--- src/rtl/mdio_pkg.sv ---
// Shared constants, field positions and state encoding
// for the Clause-22 MDIO master.
package mdio_pkg;

    localparam logic [1:0] ST       = 2'b01;
    localparam logic [1:0] OP_WRITE = 2'b01;
    localparam logic [1:0] OP_READ  = 2'b10;

    localparam int WORD_MSB = 31;
    localparam int OP_HI    = 29;
    localparam int OP_LO    = 28;

    localparam logic [5:0] FRAME_BITS  = 6'd32;
    localparam logic [5:0] RD_HDR_BITS = 6'd14;
    localparam logic [5:0] READ_SLOTS  = 6'd18;
    localparam logic [5:0] TA_SLOTS    = 6'd2;

    typedef enum logic [2:0] {
        IDLE,
        PREAMBLE,
        FRAME_OUT,
        READ_IN,
        DONE
    } state_t;

    function automatic logic op_ok(
        input logic [31:0] w
    );
        return (w[OP_HI:OP_LO] == OP_WRITE) ||
               (w[OP_HI:OP_LO] == OP_READ);
    endfunction

    function automatic logic op_is_read(
        input logic [31:0] w
    );
        return w[OP_HI:OP_LO] == OP_READ;
    endfunction

endpackage

--- src/rtl/mdc_gen.sv ---
// MDC divider: one low phase then one high phase per slot,
// with strobes for the edges that start each phase.
module mdc_gen #(
    parameter int MDC_DIV = 2
) (
    input  logic clk,
    input  logic rst_n,
    input  logic en,
    output logic mdc,
    output logic mdc_fall,
    output logic mdc_rise
);

    localparam int CW = $clog2(MDC_DIV) + 1;
    localparam logic [CW-1:0] LAST = CW'(MDC_DIV - 1);

    logic [CW-1:0] div;
    logic          started;

    // First slot starts on the clk right after enable.
    assign mdc_fall = en &&
        (!started || (mdc && div == LAST));
    assign mdc_rise = en && started &&
        !mdc && div == LAST;

    always_ff @(posedge clk or negedge rst_n) begin
        if (!rst_n) begin
            div     <= '0;
            mdc     <= 1'b0;
            started <= 1'b0;
        end else if (!en) begin
            div     <= '0;
            mdc     <= 1'b0;
            started <= 1'b0;
        end else if (mdc_fall) begin
            div     <= '0;
            mdc     <= 1'b0;
            started <= 1'b1;
        end else if (mdc_rise) begin
            div <= '0;
            mdc <= 1'b1;
        end else begin
            div <= div + 1'b1;
        end
    end

endmodule

--- src/rtl/mdio_master_ctrl.sv ---
// Clause-22 MDIO master: one read or write frame per
// accepted request, preamble first, MDC from clk.
module mdio_master_ctrl
    import mdio_pkg::*;
#(
    parameter int MDC_DIV      = 2,
    parameter int PREAMBLE_LEN = 32
) (
    input  logic        clk,
    input  logic        reset,
    input  logic        MDIO_START,
    input  logic [31:0] T_DATA,
    input  logic        MDIO_IN,
    output logic        MDC,
    output logic        MDIO_OUT,
    output logic        MDIO_OE,
    output logic        BUSY,
    output logic [15:0] RD_DATA,
    output logic        DATA_RDY
);

    localparam state_t START_ST =
        (PREAMBLE_LEN == 0) ? FRAME_OUT : PREAMBLE;

    state_t      state, state_n;
    state_t      seg;
    logic [5:0]  slot, slot_n, seg_slot, seg_len;
    logic [31:0] shreg, shreg_n;
    logic [15:0] rx, rx_n;
    logic [15:0] rd_n;
    logic        is_read, is_read_n;
    logic        out_n, oe_n, busy_n, rdy_n;
    logic        fall, rise;

    mdc_gen #(
        .MDC_DIV (MDC_DIV)
    ) u_mdc (
        .clk      (clk),
        .rst_n    (reset),
        .en       (BUSY),
        .mdc      (MDC),
        .mdc_fall (fall),
        .mdc_rise (rise)
    );

    always_comb begin
        seg_len = 6'd0;
        unique case (state)
            PREAMBLE:  seg_len = 6'(PREAMBLE_LEN);
            FRAME_OUT: seg_len = is_read ?
                RD_HDR_BITS : FRAME_BITS;
            READ_IN:   seg_len = READ_SLOTS;
            default:   seg_len = 6'd0;
        endcase
    end

    // A segment that has used all its slots hands the
    // starting slot edge over to the following segment.
    always_comb begin
        seg      = state;
        seg_slot = slot;
        if (fall && slot == seg_len) begin
            seg_slot = 6'd0;
            unique case (state)
                PREAMBLE:  seg = FRAME_OUT;
                FRAME_OUT: seg = is_read ? READ_IN : DONE;
                READ_IN:   seg = DONE;
                default:   seg = state;
            endcase
        end
    end

    always_comb begin
        state_n   = state;
        slot_n    = slot;
        shreg_n   = shreg;
        rx_n      = rx;
        is_read_n = is_read;
        out_n     = MDIO_OUT;
        oe_n      = MDIO_OE;
        busy_n    = BUSY;
        rd_n      = RD_DATA;
        rdy_n     = 1'b0;
        unique case (seg)
            IDLE: begin
                if (MDIO_START && op_ok(T_DATA)) begin
                    state_n   = START_ST;
                    slot_n    = 6'd0;
                    shreg_n   = T_DATA;
                    rx_n      = 16'd0;
                    is_read_n = op_is_read(T_DATA);
                    busy_n    = 1'b1;
                end
            end
            PREAMBLE: begin
                if (fall) begin
                    state_n = seg;
                    slot_n  = seg_slot + 6'd1;
                    out_n   = 1'b1;
                    oe_n    = 1'b1;
                end
            end
            FRAME_OUT: begin
                if (fall) begin
                    state_n = seg;
                    slot_n  = seg_slot + 6'd1;
                    out_n   = shreg[WORD_MSB];
                    oe_n    = 1'b1;
                    shreg_n = {shreg[30:0], 1'b0};
                end
            end
            READ_IN: begin
                if (fall) begin
                    state_n = seg;
                    slot_n  = seg_slot + 6'd1;
                    out_n   = 1'b0;
                    oe_n    = 1'b0;
                end
                // slot holds index+1; TA slots are skipped
                if (rise && slot > TA_SLOTS)
                    rx_n = {rx[14:0], MDIO_IN};
            end
            DONE: begin
                if (state == DONE) begin
                    state_n = IDLE;
                end else begin
                    state_n = DONE;
                    slot_n  = 6'd0;
                    out_n   = 1'b0;
                    oe_n    = 1'b0;
                    busy_n  = 1'b0;
                    if (is_read) begin
                        rd_n  = rx;
                        rdy_n = 1'b1;
                    end
                end
            end
            default: state_n = IDLE;
        endcase
    end

    always_ff @(posedge clk or negedge reset) begin
        if (!reset) begin
            state    <= IDLE;
            slot     <= 6'd0;
            shreg    <= 32'd0;
            rx       <= 16'd0;
            is_read  <= 1'b0;
            MDIO_OUT <= 1'b0;
            MDIO_OE  <= 1'b0;
            BUSY     <= 1'b0;
            RD_DATA  <= 16'd0;
            DATA_RDY <= 1'b0;
        end else begin
            state    <= state_n;
            slot     <= slot_n;
            shreg    <= shreg_n;
            rx       <= rx_n;
            is_read  <= is_read_n;
            MDIO_OUT <= out_n;
            MDIO_OE  <= oe_n;
            BUSY     <= busy_n;
            RD_DATA  <= rd_n;
            DATA_RDY <= rdy_n;
        end
    end

endmodule
--- config.mk ---
export PLATFORM = sky130hd
export DESIGN_NAME = mdio_master_ctrl
export DESIGN_NICKNAME = d
export VERILOG_FILES = /design/src/rtl/mdio_pkg.sv /design/src/rtl/mdc_gen.sv /design/src/rtl/mdio_master_ctrl.sv
export SDC_FILE = /design/constraint.sdc
export NUM_CORES = 1
export LEC_CHECK = 0
export CORE_MARGIN = 2
export CORE_UTILIZATION = 58
export DETAILED_ROUTE_END_ITERATION = 8
export GPL_TIMING_DRIVEN = 1
export PLACE_DENSITY = 0.85
export RECOVER_POWER = 50
export SLEW_MARGIN = 20
export SYNTH_ARGS = -nofsm -noshare
export SYNTH_HDL_FRONTEND = slang
export SYNTH_HIERARCHICAL = 1
export SYNTH_SLANG_ARGS = --single-unit
--- constraint.sdc ---
create_clock -name clk -period 3.74 [get_ports clk]
set_input_delay 0.748 -clock clk [delete_from_list [all_inputs] [get_ports clk]]
set_output_delay 0.748 -clock clk [all_outputs]
set_load 0.05 [all_outputs]
## After elaboration in Yosys (flattened, before gate mapping)

Index checks and enable logic that the tools add are counted.
Widths: inputs -> output; s select.

| storage, ports and cells | value |
|---|---|
| word-level logic and storage cells | 107 |
| input port bits | 36 |
| register bits after elaboration | 82 |
| output and inout bits | 21 |

| operators by class | value |
|---|---|
| mux-type cells | 38 |
| add/sub/neg operators | 2 |
| reduce and logical (&&, ||, !) cells | 30 |
| magnitude comparators | 1 |
| equality and inequality tests | 22 |
| bitwise logic cells | 1 |

Operators by type and width:

| kind | count |
|---|---|
| $mux 32 | 2 |
| $pmux 32 s2 | 1 |
| $pmux 6 s3 | 2 |
| $mux 16 | 2 |
| $pmux 16 s2 | 1 |
| $mux 6 | 5 |
| $pmux 3 s3 | 2 |
| $mux 3 | 5 |
| $eq 3x2->1 const B | 4 |
| $mux 1 | 12 |
| $ne 2x2->1 const B | 6 |
| $reduce_and 3->1 | 4 |
| $logic_and 1x1->1 | 8 |
| $reduce_and 4->1 | 2 |
| $add 6x1->6 const B | 1 |
| $eq 3x1->1 const B | 2 |
| $eq 3x3->1 const B | 2 |
| $eq 6x6->1 | 1 |
| $gt 6x2->1 const B | 1 |
| $mux 2 | 3 |
| $ne 2x1->1 const B | 3 |
| $reduce_bool 2->1 | 3 |
| $reduce_bool 3->1 | 2 |
| $reduce_and 5->1 | 1 |
| 15 further kinds | 19 |

## Depth between registers and ports, before layout

Gate-level depths: netlist (run 1).

| logic depth | value |
|---|---|
| word-level depth | 10 |
| depth in mapped cells | 12 |
| mapped depth without buffers | 10 |

## Modules after synthesis

The synthesis (run 1) kept the hierarchy.

By module, submodules not included:

| module | times used | cells each | area an instance (um2) | sequential area each (um2) |
|---|---|---|---|---|
| mdio_master_ctrl | 1 | 351 | 3677.3 | 1951.9 |
| mdc_gen | 1 | 14 | 162.7 | 100.1 |

## Worst setup path after synthesis (run 1)

OpenSTA, ideal clock, no wires.

| path | value |
|---|---|
| kind | register to register |
| start point | reg state[2] |
| end point | reg rx[10] |
| data required time | 3.617 ns |
| path buffers | 3 |
| library setup time | 0.123 ns |
| path slack | 1.317 ns |
| stages on the path, launching flop included | 11 |
| arrival time | 2.299 ns |
| period minus slack after synthesis | 2.423 ns |
| cells stage by stage | dfrtp_1 > buf_2 > nand2b_1 > o21a_1 > nor3_2 > and4_4 > buf_6 > mux2i_2 > nand4_4 > buf_8 > mux2i_1 |

| between the ends | value |
|---|---|
| longest elaborated chain between the ends | 8 |
| elaborated cells on any way between the ends | 15 |
| classes of those cells | 7 x eq/ne; 4 x mux; 4 x reduce/logical |

Ends and longest elaborated chain:

| what | line | RTL |
|---|---|---|
| from (decl) | mdio_master_ctrl.sv:25 | `state_t state, state_n;` |
| from (signal assigned) | mdio_master_ctrl.sv:155 | `state <= state_n;` |
| $eq 3x2->1 / $eq 3x1->1 (equally long branches) | mdio_master_ctrl.sv:48, mdio_master_ctrl.sv:64 |  |
| $pmux 6 s3 | mdio_master_ctrl.sv:48 | `unique case (state)` |
| $eq 6x6->1 | mdio_master_ctrl.sv:62 | `if (fall && slot == seg_len) begin` |
| $logic_and 1x1->1 | mdio_master_ctrl.sv:62 |  |
| $mux 3 * | mdio_master_ctrl.sv:62 |  |
| $eq 3x2->1 / $logic_not 3->1 (equally long branches) | mdio_master_ctrl.sv:84 | `unique case (seg)` |
| $ne 2x2->1 (no line) / $reduce_bool 2->1 (equally long branches) | - |  |
| $reduce_and 3->1 (no line) | - |  |
| to (signal assigned) | mdio_master_ctrl.sv:158 | `rx <= rx_n;` |
| to (decl) | mdio_master_ctrl.sv:29 | `logic [15:0] rx, rx_n;` |

Every way passes the cells marked *; elsewhere a longest branch is shown, timed or not.
A chain may end at the register's enable or synchronous reset.

## Final worst setup path (run 1)

| path | value |
|---|---|
| start point | reg u_mdc.div[1] |
| end point | reg RD_DATA[9] |

| between the ends | value |
|---|---|
| longest elaborated chain between the ends | 8 |

Ends and longest elaborated chain:

| what | line | RTL |
|---|---|---|
| from (decl) | mdc_gen.sv:17 | `logic [CW-1:0] div;` |
| from (signal assigned) | mdc_gen.sv:43 | `div <= div + 1'b1;` |
| $eq 2x1->1 | mdc_gen.sv:22 | `(!started \|\| (mdc && div == LAST));` |
| $logic_and 1x1->1 | mdc_gen.sv:22 |  |
| $logic_or 1x1->1 | mdc_gen.sv:22 |  |
| $logic_and 1x1->1 | mdc_gen.sv:21 | `assign mdc_fall = en &&` |
| net fall | mdio_master_ctrl.sv:33 | `logic fall, rise;` |
| $logic_and 1x1->1 | mdio_master_ctrl.sv:62 |  |
| $mux 3 | mdio_master_ctrl.sv:62 |  |
| $eq 3x3->1 | mdio_master_ctrl.sv:84 |  |
| $reduce_and 3->1 (no line) | - |  |
| to (signal assigned) | mdio_master_ctrl.sv:163 | `RD_DATA <= rd_n;` |
| to (decl) | mdio_master_ctrl.sv:18 | `output logic [15:0] RD_DATA,` |

The timed path passes the listed nets, and every way through them passes these cells.

==> run summary, run 1 <==
• complete, but fails checks — run status
• capacitance limit, slew limit — violations in the final reports
• 13200 um — first-pass GRT wire length
• 403 — post-synth net total
• 5.76 — detailed-route vias per instance
• 9 — TritonCTS buffer count
• 0 — total setup violations reported at the end of the flow
• sky130_fd_sc_hd__dfrtp_1 — leading cell type by number of instances after synthesis
• -0.342 — headroom to the max-slew limit
• 3.09 ns — final worst path period need
• 3840 um2 — post-synthesis cell area
• 3.33 ns — CP Data Arrival Time
• 82 — CTS sink count
• 7690 um — Total Routed Length
• 2826 — number of global-route vias before repair
• register to register — path category of the worst min-delay check
• 0 — Antenna Violating Nets Remaining
• 195 — iteration-0 DRC count of the detailed router
• 0 — count of buffering cells on the critical path with inverters included
• 0 — initial antenna violation count
• 5270 um — placed wire-length estimate
• 4 — number of optimization iterations in the first detailed-route pass
• 3.98 ns — Critical Path RT
• 453 — number of nets in the layout
• 0.534 — top-area cell type share of the netlist area
• 2.01 ns — slew at the pin with the worst max-slew slack
• 4590 um2 — cell area after layout
• 0 — Antenna Cells
• 0 ns — Final TNS setup
• 6390 um2 — placeable core region
• 0 — GRT overflow
• 0.528 ns — worst setup timing slack at the placement stage
• 2.32 nW — leakage
• 1 — max-capacitance violation count
• 0.105 — layout cell share with drive strength beyond 1
• 82 x sky130_fd_sc_hd__dfrtp_1, 61 x sky130_fd_sc_hd__nand2_1, 33 x sky130_fd_sc_hd__a22oi_1, 25 x sky130_fd_sc_hd__inv_1, 23 x sky130_fd_sc_hd__o21ai_0 — commonest cells in the synthesized netlist
• 85.4 um — Die Y-Extent
• 10.5 um2 — syn avg cell area
• 0 — count of hold-fix buffers inserted at cts
• 2050 um2 — flip-flop and latch area
• 83 — Slew Viols, Final
• 29 — number of rows created at floorplan
• 82 — #FFs+latches synth
• 1580 um2 — area of the multi-input gates
• 0.601 — initial standard-cell utilization of the core
• yes — clock tree from TritonCTS
• nor2b_1 -> nand2_1 -> a21boi_0 -> nand4_2 -> nor3_4 -> mux2_2 — critical path, cell by cell
• 0.648 ns — final worst-path setup slack
• 0.534 — sequential share of the synthesized area
• no — setup repair after global routing missed its margin
• 0.827 — Final Cycle Share
• 0 — detailed-route DRC error count
• 7290 um2 — floorplan die area
• 0.230 — All-Layer GR Usage
• 0 — buffers inserted during post-CTS setup optimization
• 48 — number of different library cells in the post-synthesis netlist
• sky130_fd_sc_hd__a21boi_0 — critical path's slowest cell
• 0.09 ns — Worst-path clk slew
• 0.323 GHz — maximum clock frequency
• 0.866 — RD Place Congestion
• register to register — path type of the worst setup path
• 85.4 um — Die W
• register — kind of launch point of the worst setup path
• 17 — Crit Path Max Fanout
• 0.719 — final core utilization
• 1.00 — async set-or-reset flop fraction in the synthesized netlist
• 56 — Port-buffer cells
• 0 — number of synthesized flops with an enable pin
• sky130_fd_sc_hd__dfrtp_1 53%, sky130_fd_sc_hd__a22oi_1 6.5%, sky130_fd_sc_hd__nand2_1 6.0% — most area-consuming cells after synthesis
• 3 — maximum level of the CTS H-tree
• 0.74 ns — largest stage delay on the critical path
• 339 nW/um2 — total power density per cell area
• 83 — pin count of the biggest net entering global routing
• sky130_fd_sc_hd__dfrtp_1 — most frequently used flop master after synthesis
• 0.243 mV — highest ir drop seen on vdd
• 57 — count of boundary I/O pins
• 15.5 um — routed length per placed instance
• register — Setup crit end kind
• 365 — number of cells produced by synthesis
• 0 — PostCTS Resize Cnt
• 0.0183 ns — Clock Skews
• 496 — # fillers
• sky130_fd_sc_hd__clkbuf_8 — library cell used as clock root buffer
• simple AND/OR/NAND/NOR gates — Top delay family on crit path
• 4420 um2 — placed cell areas
• 2 — maximum number of buffers from clock root to sink
• 2863 — DR vias
• sky130_fd_sc_hd__dfrtp_1 — cell taking the most area after synthesis
• 0 — count of final hold-check violations
• 0.36 ns — clock latency on the worst-skew pair
• 19.6% — Area growth syn-to-layout
• 6 — count of yosys warnings during synthesis
sequential cells by signal, indices dropped and copies added, names as in the netlist, 2 cells and up:
| name | count |
|---|---|
| rx | 16 |
| state | 3 |
| u_mdc/div | 2 |
| RD_DATA | 16 |
| slot | 6 |
| shreg | 32 |
layer usage:
layer / up-vias / track usage / part of all wire
met5: - / 0 / 0
met1: 1388 / 0.321 / 0.44
met3: 16 / 0.0438 / 0.047
met2: 85 / 0.352 / 0.49
li1: 1374 / - / -
met4: 0 / 0.104 / 0.023
final timing paths:
kind	from	endpoint	slack, ns	cells past startpoint
worst max-delay path	u_mdc/div[1]	RD_DATA[9]	0.65	6
worst min register to register	u_mdc/div[0]	u_mdc/div[0]	0.43	1
worst min-delay path	u_mdc/div[0]	u_mdc/div[0]	0.43	1
max in group asynchronous	reset	slot[2]	1.59	1
worst max register to register	u_mdc/div[1]	RD_DATA[9]	0.65	6
min in group asynchronous	reset	u_mdc/mdc	0.94	1
kinds of logic after synthesis:
group           count (synthesis)  share of synthesized area
simple gates                  104                      0.134
compound gates                 92                      0.157
flops                          82                      0.534
buf+inv                        46                     0.0583
mux                            36                      0.101
xor+xnor                        3                    0.00880
fa+ha+maj                       2                    0.00652
cells in the final DEF (no fill, tap or decap), types with 5 or more instances in the layout:
master and instances:
sky130_fd_sc_hd__a22oi_1 33, sky130_fd_sc_hd__clkbuf_8 9, sky130_fd_sc_hd__clkdlybuf4s50_1 51, sky130_fd_sc_hd__dfrtp_1 82, sky130_fd_sc_hd__inv_1 25, sky130_fd_sc_hd__mux2_1 6, sky130_fd_sc_hd__mux2_2 11, sky130_fd_sc_hd__mux2i_1 17
sky130_fd_sc_hd__nand2_1 61, sky130_fd_sc_hd__nand3_1 5, sky130_fd_sc_hd__nor2_1 12, sky130_fd_sc_hd__nor3_1 5, sky130_fd_sc_hd__o21ai_0 23, sky130_fd_sc_hd__o21ai_1 17, sky130_fd_sc_hd__o31ai_1 6
through the flow:
stage | cells | hold slack (ns) | total power [mW]
3_5_place_dp | 481 | 0.429 | 0.976
2_1_floorplan | 365 | 0.412 | 0.919
6_report | 497 | 0.432 | 1.55
4_1_cts | 497 | 0.441 | 1.57
5_1_grt | 497 | 0.465 | 1.62
3_3_place_gp | 480 | 0.423 | 0.975
power by group:
part	internal [mW]	switching, mW
clock	0.254	0.344
combinational	0.0411	0.0291
sequential	0.886	0.000439
cell type report:
class                           instances  area share
Tap cell                               77      0.0210
Clock inverter                          7      0.0128
Sequential cell                        82       0.447
Timing Repair Buffer                   60       0.128
Clock buffer                            9      0.0270
Inverter                               25      0.0204
Multi-Input combinational cell        237       0.343
Note: power is estimated with default switching activity, not from simulation.
==> run 2, diff against run 1 <==
--- a/config.mk
+++ b/config.mk
@@ -6,10 +6,10 @@
 export NUM_CORES = 1
 export LEC_CHECK = 0
 export CORE_MARGIN = 2
-export CORE_UTILIZATION = 58
+export CORE_UTILIZATION = 54
 export DETAILED_ROUTE_END_ITERATION = 8
 export GPL_TIMING_DRIVEN = 1
-export PLACE_DENSITY = 0.85
+export PLACE_DENSITY = 0.8
 export RECOVER_POWER = 50
 export SLEW_MARGIN = 20
 export SYNTH_ARGS = -nofsm -noshare
==> constraint.sdc (replaced) <==
create_clock -name clk -period 3.2 [get_ports clk]
set_input_delay 0.64 -clock clk [delete_from_list [all_inputs] [get_ports clk]]
set_output_delay 0.64 -clock clk [all_outputs]
set_load 0.05 [all_outputs]
==> run 2 against run 1 <==
- the run still ends with capacitance limit, slew limit left
- first-iteration DRC count rose by 7.2%
- worst hold slack better by 0.0081 ns
- global-route usage down 2.3 points
- flip-flop and latch count unchanged
- count of clock-buffer cells in the layout is 1 higher
- maximum frequency grew 13%
- via count grew 1.4%
- routed wire length is 1.3% lower
- power up 22%
- largest power group unchanged
- largest cell class unchanged
- clock skew is 0.0049 ns lower
- die area is 7.1% higher
- worst setup slack got worse by 0.18 ns
==> run summary, run 2 (same netlist as run 1, synthesis figures left out) <==
• 0.424 mW — total net switching power, +14%
• 1570 um2 — area of the multi-input gates, -0.40%
• 456 — number of nets in the layout, +0.66%
• 0 — count of buffering cells on the critical path with inverters included, unchanged
• 0 — Antenna Violating Nets Remaining, unchanged
• 3.46 ns — Critical Path RT, -0.52 ns
• 0 — GRT overflow, unchanged
• register — kind of launch point of the worst setup path
• 0.35 ns — clock latency on the worst-skew pair, about the same
• 0.893 — RD Place Congestion, +3.2%
• 0.682 — final core utilization, -0.0373
• 2050 um2 — flip-flop and latch area, unchanged
• 7590 um — Total Routed Length, -1.3%
• 0 — detailed-route DRC error count, unchanged
• 2902 — DR vias, +1.4%
• 21.2% — Area growth syn-to-layout
• register to register — path category of the worst min-delay check
• 2 — maximum number of buffers from clock root to sink, unchanged
• yes — clock tree from TritonCTS
• 0.855 — Final Cycle Share, +0.0281
• 6830 um2 — placeable core region, +7.0%
• 0 ns — Final TNS setup, unchanged
• 7800 um2 — floorplan die area, +7.1%
• no — setup repair after global routing missed its margin
• 30 — number of rows created at floorplan, +3.4%
• 0.59 ns — largest stage delay on the critical path, -0.15 ns
• 0.043 — share of total power in combinational logic, -0.002
• shreg — register with the highest flop count
• 0 — buffers inserted during post-CTS setup optimization, unchanged
• 5.59 — detailed-route vias per instance, -2.9%
• 0.411 — part of the power in the clock network, +0.026
• sky130_fd_sc_hd__mux2i_1 — Critical Path Most Common Cell
• sky130_fd_sc_hd__dfrtp_1 — commonest non-fill, non-tap cell in the layout
• 0.223 — switching part of the total power, -0.0168
• 82 — CTS sink count, unchanged
• sky130_fd_sc_hd__dfrtp_1 — critical path's slowest cell
• 0.46 ns — setup slack, reg-to-reg, -0.18 ns
• 56 — Port-buffer cells, unchanged
• register to register — path type of the worst setup path
• 3 — maximum level of the CTS H-tree, unchanged
• 32 — flip-flop count of the largest register, all copies and words added, unchanged
• 0 — initial antenna violation count, unchanged
• 16 — Crit Path Max Fanout, -1
• complete, but fails checks — run status
• 0.08 ns — Worst-path clk slew, about the same
• 0.109 — layout cell share with drive strength beyond 1, +0.00399
• 0.366 GHz — maximum clock frequency, +13%
• shreg: 32 flops, RD_DATA: 16 flops, rx: 16 flops — registers with the highest flip-flop counts
• 2760 — number of global-route vias before repair, -2.3%
• 0.546 — sequential fraction of design power, -0.024
• 1.98 ns — slew at the pin with the worst max-slew slack, -0.0292 ns
• 0.207 — All-Layer GR Usage, -0.0227
• and4bb_1 -> mux2i_1 -> nor3_2 -> and4_4 -> mux2i_2 -> nand4_4 -> mux2i_1 — critical path, cell by cell
• 83 — Slew Viols, Final, unchanged
• 88.3 um — Die Y-Extent, +3.5%
• 408 nW/um2 — total power density per cell area, +20%
• 0 — Antenna Cells, unchanged
• 1.47 mW — internal power, +25%
• 0 — total setup violations reported at the end of the flow, unchanged
• 2.74 ns — final worst path period need, -0.357 ns
• 14.6 um — routed length per placed instance, -5.4%
• 0 — count of hold-fix buffers inserted at cts, unchanged
• 83 — pin count of the biggest net entering global routing, unchanged
• 2.99 ns — CP Data Arrival Time, -0.34 ns
• 0 — count of final hold-check violations, unchanged
• simple AND/OR/NAND/NOR gates — Top delay family on crit path
• 0.562 — initial standard-cell utilization of the core, -0.0392
• 0 — PostCTS Resize Cnt, unchanged
• 553 — # fillers, +11%
• 2.34 nW — leakage, +1.0%
• 9 — TritonCTS buffer count, unchanged
• 4 — number of optimization iterations in the first detailed-route pass, unchanged
• 57 — count of boundary I/O pins, unchanged
• 88.3 um — Die W, +3.5%
• 82 x sky130_fd_sc_hd__dfrtp_1, 61 x sky130_fd_sc_hd__nand2_1, 50 x sky130_fd_sc_hd__clkdlybuf4s50_1, 33 x sky130_fd_sc_hd__a22oi_1, 25 x sky130_fd_sc_hd__inv_1 — top library cells by usage in the layout, fill and taps aside
• 5070 um — placed wire-length estimate, -3.7%
• sky130_fd_sc_hd__clkbuf_8 — library cell used as clock root buffer
• capacitance limit, slew limit — violations in the final reports
• 0.235 mV — highest ir drop seen on vdd, -3.2%
• register — Setup crit end kind
• 209 — iteration-0 DRC count of the detailed router, +7.2%
• -0.322 — headroom to the max-slew limit, +0.0195
• 12600 um — first-pass GRT wire length, -4.5%
• 0.0134 ns — Clock Skews, -0.00493 ns
• 1 — max-capacitance violation count, unchanged
==> run 2: worst paths after layout <==
path,to,start,cells past startpoint
worst max-delay path,rx[1],state[0],7
worst min-delay path,u_mdc/div[0],u_mdc/div[0],1
worst max register to register,rx[1],state[0],7
worst min register to register,u_mdc/div[0],u_mdc/div[0],1
max in group asynchronous,shreg[21],reset,1
min in group asynchronous,u_mdc/mdc,reset,1
==> run 2: power by group through the flow <==
| stage | clock [mW] | combinational [mW] | sequential [mW] |
|---|---|---|---|
| 2_1_floorplan | 0 | 0.0166 | 1.06 |
| 3_3_place_gp | 0 | 0.0817 | 1.06 |
| 3_5_place_dp | 0 | 0.0829 | 1.06 |
| 4_1_cts | 0.794 | 0.0837 | 1.04 |
| 5_1_grt | 0.838 | 0.0907 | 1.04 |
| 6_report | 0.780 | 0.0813 | 1.04 |
==> run 2: area by class of cell <==
class | count | share of cell area
inverter | 25 | 0.0202
tap | 96 | 0.0258
multi-input combinational | 237 | 0.337
clock buffer | 10 | 0.0296
clock inverter | 6 | 0.0159
timing repair buffer | 63 | 0.131
sequential | 82 | 0.441
==> run 2: through the flow <==
| stage | worst slack [ns] | cell area [um2] | power, mW | hold WS, ns | instances |
|---|---|---|---|---|---|
| after global placement | 0.457 | 4460 | 1.14 | 0.424 | 503 |
| after floorplan | 0.777 | 3840 | 1.07 | 0.344 | 365 |
| final | 0.464 | 4660 | 1.90 | 0.440 | 519 |
| after global routing | 0.318 | 4660 | 1.97 | 0.468 | 519 |
| after detailed placement | 0.418 | 4460 | 1.14 | 0.435 | 503 |
| after CTS | 0.445 | 4670 | 1.91 | 0.446 | 519 |
==> run 2: per-layer routing <==
metal / wire [um] / GRT usage / vias to the layer above
li1: - / - / 1383
met1: 3490 / 0.284 / 1422
met2: 3610 / 0.325 / 81
met3: 326 / 0.0373 / 16
met4: 160 / 0.0950 / 0
met5: 0 / 0 / -
